==> config.mk <==
export PLATFORM = sky130hd
export DESIGN_NAME = e4m3_mul_arbiter
export DESIGN_NICKNAME = d
export VERILOG_FILES = /design/src/rtl/e4m3_mul_arbiter.sv
export SDC_FILE = /design/constraint.sdc
export NUM_CORES = 1
export LEC_CHECK = 0
export CAP_MARGIN = 20
export CORE_MARGIN = 2
export CORE_UTILIZATION = 33
export CTS_BUF_LIST = sky130_fd_sc_hd__clkbuf_4 sky130_fd_sc_hd__clkbuf_8
export DETAILED_ROUTE_END_ITERATION = 7
export PLACE_DENSITY = 0.89
export SETUP_SLACK_MARGIN = 0.5
export SLEW_MARGIN = 10
export SYNTH_ARGS = -nofsm -noshare
export SYNTH_HDL_FRONTEND = slang
export SYNTH_SLANG_ARGS = --single-unit
==> constraint.sdc <==
create_clock -name clock -period 1.9 [get_ports clock]
set_clock_uncertainty 0.1 [all_clocks]
set_input_delay 0.38 -clock clock [delete_from_list [all_inputs] [get_ports clock]]
set_output_delay 0.38 -clock clock [all_outputs]
set_load 0.005 [all_outputs]
==> src/rtl/e4m3_mul_arbiter.sv <==
// e4m3_mul_arbiter: round-robin arbiter that shares one external e4m3
// multiplier among four requesters, with one operation in flight at a time.
// Optional WAIT watchdog enabled by defining E4M3_MUL_ARB_TIMEOUT_EN.
module e4m3_mul_arbiter #(
    parameter int unsigned TIMEOUT_CYCLES = 32
) (
    input  logic        clock,
    input  logic        reset,
    input  logic [3:0]  req_valid,
    input  logic [31:0] req_a,
    input  logic [31:0] req_b,
    output logic [3:0]  req_ready,
    output logic        resp_valid,
    input  logic        resp_ready,
    output logic [7:0]  resp_y,
    output logic [1:0]  resp_id,
    output logic        resp_err,
    output logic [7:0]  mul_a,
    output logic [7:0]  mul_b,
    output logic        mul_reset,
    input  logic [7:0]  mul_y,
    input  logic        mul_valid
);

    typedef enum logic [1:0] {StIdle, StLoad, StWait, StResp} state_e;

    state_e     state_q, state_d;
    logic [1:0] last_grant_q;
    logic [1:0] grant_idx;
    logic       grant_any;
    logic       load_op;
    logic       take_y;
    logic [7:0] op_a_q, op_b_q;
    logic [7:0] y_q;
    logic [1:0] id_q;

`ifdef E4M3_MUL_ARB_TIMEOUT_EN
    localparam int unsigned CntW = $clog2(TIMEOUT_CYCLES + 1);
    logic [CntW-1:0] cnt_q;
    logic            timeout;
    logic            err_q;
`endif

    // Round-robin search from last_grant+1; nearest valid requester wins.
    always_comb begin
        logic [1:0] idx;
        idx       = last_grant_q;
        grant_any = 1'b0;
        grant_idx = last_grant_q;
        for (int i = 4; i >= 1; i--) begin
            idx = last_grant_q + 2'(i);
            if (req_valid[idx]) begin
                grant_any = 1'b1;
                grant_idx = idx;
            end
        end
    end

    // Next-state and grant strobe.
    always_comb begin
        state_d   = state_q;
        req_ready = 4'b0000;
        load_op   = 1'b0;
        take_y    = 1'b0;
`ifdef E4M3_MUL_ARB_TIMEOUT_EN
        timeout   = 1'b0;
`endif
        unique case (state_q)
            StIdle: begin
                if (grant_any && !reset) begin
                    req_ready[grant_idx] = 1'b1;
                    load_op              = 1'b1;
                    state_d              = StLoad;
                end
            end
            StLoad: state_d = StWait;
            StWait: begin
                if (mul_valid) begin
                    take_y  = 1'b1;
                    state_d = StResp;
                end
`ifdef E4M3_MUL_ARB_TIMEOUT_EN
                else if (cnt_q == CntW'(TIMEOUT_CYCLES - 1)) begin
                    timeout = 1'b1;
                    state_d = StResp;
                end
`endif
            end
            StResp: begin
                if (resp_ready) state_d = StIdle;
            end
            default: state_d = StIdle;
        endcase
    end

    // State, grant history, operand and result registers.
    always_ff @(posedge clock) begin
        if (reset) begin
            state_q      <= StIdle;
            last_grant_q <= 2'd3;
            op_a_q       <= 8'h00;
            op_b_q       <= 8'h00;
            y_q          <= 8'h00;
            id_q         <= 2'd0;
        end else begin
            state_q <= state_d;
            if (load_op) begin
                last_grant_q <= grant_idx;
                id_q         <= grant_idx;
                op_a_q       <= req_a[{grant_idx, 3'b000} +: 8];
                op_b_q       <= req_b[{grant_idx, 3'b000} +: 8];
            end
            if (take_y) y_q <= mul_y;
`ifdef E4M3_MUL_ARB_TIMEOUT_EN
            else if (timeout) y_q <= 8'h7F;
`endif
        end
    end

`ifdef E4M3_MUL_ARB_TIMEOUT_EN
    // Watchdog: cleared while in LOAD so it starts at zero on WAIT entry.
    always_ff @(posedge clock) begin
        if (reset) begin
            cnt_q <= '0;
            err_q <= 1'b0;
        end else begin
            if (state_q == StLoad) cnt_q <= '0;
            else if (state_q == StWait) cnt_q <= cnt_q + 1'b1;
            if (take_y) err_q <= 1'b0;
            else if (timeout) err_q <= 1'b1;
        end
    end
    assign resp_err = err_q;
`else
    assign resp_err = 1'b0;
`endif

    assign resp_valid = (state_q == StResp);
    assign resp_y     = y_q;
    assign resp_id    = id_q;
    assign mul_a      = op_a_q;
    assign mul_b      = op_b_q;
    assign mul_reset  = reset | (state_q == StLoad);

endmodule

==> results.py <==
metrics = {
    "placed_design": {
        "placedCellCount": 369,
        "place_area_um2": 3030,
        "dp_slack_ns": -0.817,
        "port-buffer-count": 111,
        "dp_hpwl_um": 4300,
        "globalplace.congestion": 0.774,
    },
    "global_route": {
        "grt_pass1_wl_um": 9300,
        "grt_usage_pct": 21.8,
        "grt_max_degree": 16,
        "grt-ovfl-total": 0,
        "antenna_found_initial": 0,
        "grt_pass1_vias": 1968,
    },
    "clock_tree": {
        "cts_hold_buf": 0,
        "h-tree-depth": 2,
        "numCtsBuffers": 5,
        "clk_latency_ns": 0.28,
        "cts_root_buffer": "clkbuf_8",
        "tritoncts": "built",
        "clockBufferDepth": 2,
        "cts.reportedPaths.clkPinSlew_ns": 0.07,
        "cts_sinks": 30,
    },
    "detailed_routing": {
        "drc_errors": 0,
        "drt-initial-drc-count": 74,
        "drtPass1Iterations": 4,
        "wl_per_cell_um": 18.3,
        "avgViaCountPerCell": 5.07,
        "routed_wl_um": 7100,
        "vias": 1969,
        "ant_nets": 0,
    },
    "cells_and_area": {
        "antenna_cells": 0,
        "final_cells": 388,
        "syn_to_final_growth_pct": 114,
        "drive_gt1_share_pct": 33.0,
        "final.fill_count": 306,
        "utilization_pct": 74.4,
        "finalInstanceArea_um2": 3560,
        "nets": 404,
    },
    "synthesis": {
        "syn_area_um2": 1670,
        "syn_area_per_cell_um2": 9.36,
        "yosysTopAreaCellShare_pct": 36.0,
        "yosys.cell_types.count": 33,
        "synthesis.nets": 262,
        "yosysTopAreaCell": "dfxtp_1",
        "ys_seq_elements": 30,
        "ys_warn_count": 0,
        "synth_area_leaders": "dfxtp_1 (36%), mux2i_1 (20%), o221ai_1 (7.9%)",
        "syn-instance-count": 178,
        "ys_seq_area_share_pct": 36.0,
    },
    "critical_path": {
        "cp-start-kind": "flip-flop",
        "slowest_stage": "dfxtp_4",
        "startpoint": "last_grant_q[1]",
        "path_delay_family": "buffers and inverters",
        "crit_buf_inv": 3,
        "cp_cell_sequence": "buf_4 -> nand2b_4 -> a21oi_2 -> buf_4 -> nand2_4 -> nor2_4 -> buf_6",
        "reg2reg_from": "last_grant_q[1]",
        "cpPeakStageDelay_ns": 0.36,
        "critPathKind": "flip-flop to output pin",
        "cp.required_ns": 1.42,
        "crit_fanout": 4,
        "end_kind": "output pin",
        "crit_top_cell": "buf_4",
        "cp.arrival_ns": 1.61,
    },
    "die": {
        "die_y_um": 75.1,
        "die_w_um": 75.1,
        "start_util_pct": 34.8,
        "die_area_um2": 5630,
        "core_area_um2": 4790,
        "ios": 113,
        "rows": 25,
    },
    "min_path": {
        "min_path_type": "flip-flop to flip-flop",
        "hold_start": "resp_y[5]",
    },
    "job": {
        "drv_cap": 0,
    },
    "sta": {
        "max_freq_ghz": 0.477,
        "fin_crit_ns": 2.09,
        "fin_setup_tns_ns": -1.61,
        "hold_viol": 0,
        "relSlewSlack_pct": 56.1,
        "setup_viol": 13,
        "drv_slew": 0,
        "fin_crit_sh_pct": 110,
        "tightestPinTransition_ns": 0.653,
        "fin_ws_ns": -0.195,
        "rsz0062_at_grt": "true",
    },
    "power": {
        "power_density_nw_per_um2": 1210,
        "ir_worst_vdd_uv": 559,
        "p_leak_uw": 0.00155,
    },
    "run_status": {
        "outcome": "finished with violations",
        "violations": "setup timing",
    },
}
==> sequential cells by signal (all words and copies together) (netlist names) <==
register / flops
resp_y: 8
resp_id: 2
mul_a: 8
mul_b: 8
last_grant_q: 2
state_q: 2
==> report_power, final <==
group | switching (uW) | internal (uW)
sequential | 150 | 878
clock | 255 | 306
combinational | 1120 | 1610
==> kinds of logic (layout without fill, tap and decap cells) <==
family          count (synthesis)  count (layout)  synth area share (%)
fa+ha+maj                       4               4                  3.00
other cells                     1               1                 0.225
simple gates                   55              55                  15.5
flops                          30              30                  36.0
buf+inv                        18             161                  8.41
mux                            34              34                  20.4
compound gates                 36              36                  16.4
==> worst reg2reg max path, stage by stage (launching register included) <==
cell and delay, ns:
dfxtp_4 0.36, buf_4 0.15, nand2_2 0.06, a21oi_2 0.07, nor3_4 0.20, buf_6 0.13, buf_12 0.11, buf_6 0.13
bufbuf_16 0.27, mux2i_1 0.20, o221ai_1 0.15
==> stage by stage <==
| stage | hold WS (ns) | total power (uW) |
|---|---|---|
| floorplan | 0.353 | 2130 |
| global placement | 0.341 | 2970 |
| detailed placement | 0.350 | 3030 |
| CTS | 0.353 | 4010 |
| global route | 0.385 | 4510 |
| finish | 0.350 | 4310 |
==> cells in the final DEF, fill, tap and decap left out, types with 3 or more instances in the layout <==
cell type	n
mux2i_1	26
buf_4	16
nand3_1	8
nor2_4	5
dfxtp_1	25
mux2i_4	4
mux2i_2	4
buf_6	20
nand2b_4	3
dfxtp_2	4
o221ai_2	5
nand2_1	24
o221ai_1	11
ha_4	4
dlygate4sd2_1	27
clkdlybuf4s50_1	74
buf_12	4
a21oi_1	10
clkbuf_8	6
==> what timing repair did <==
item,4_1_cts,5_1_grt
gates resized for setup,114,27
buffers inserted,7,1
pin swaps,11,3
gates cloned,3,0
setup endpoints to repair,62,36
==> cells in the mapped netlist, drive strengths merged <==
master	number
buf	10
nand2b	5
o221ai	16
nand3	9
nor4	1
inv	4
ha	4
dfxtp	30
a31oi	1
nand2	27
conb	1
a22oi	1
o21ai	2
mux2i	34
a221oi	1
o41ai	1
nor2	9
nor3	2
o31a	1
a22o	1
or2	1
a21oi	12
clkbuf	4
nor3b	1
==> routing by layer <==
layer	track usage, %	wire length, um	vias to the layer above
met1	21.5	2500	901
met3	7.23	754	21
li1	-	-	935
met4	6.75	188	0
met5	0	0	-
met2	42.3	3660	112
==> final cells by class <==
type                       instances  area (um^2)  area share, %
clock buffer                       7         90.1           2.53
clock inverter                     1         5.00          0.140
inverter                           4         22.5          0.632
multi-input combinational        130         1210           33.9
sequential                        30          609           17.1
tap                               67         83.8           2.35
timing repair buffer             149         1540           43.3
==> worst paths after layout <==
path	endpoint	slack, ns	cells after the start
worst min-delay path	resp_y[5]	0.35	2
worst max-delay path	req_ready[2]	-0.19	7
worst min register to register	resp_y[5]	0.35	2
worst max register to register	mul_a[6]	-0.17	10
No activity file was read; power rests on OpenSTA's default activity.
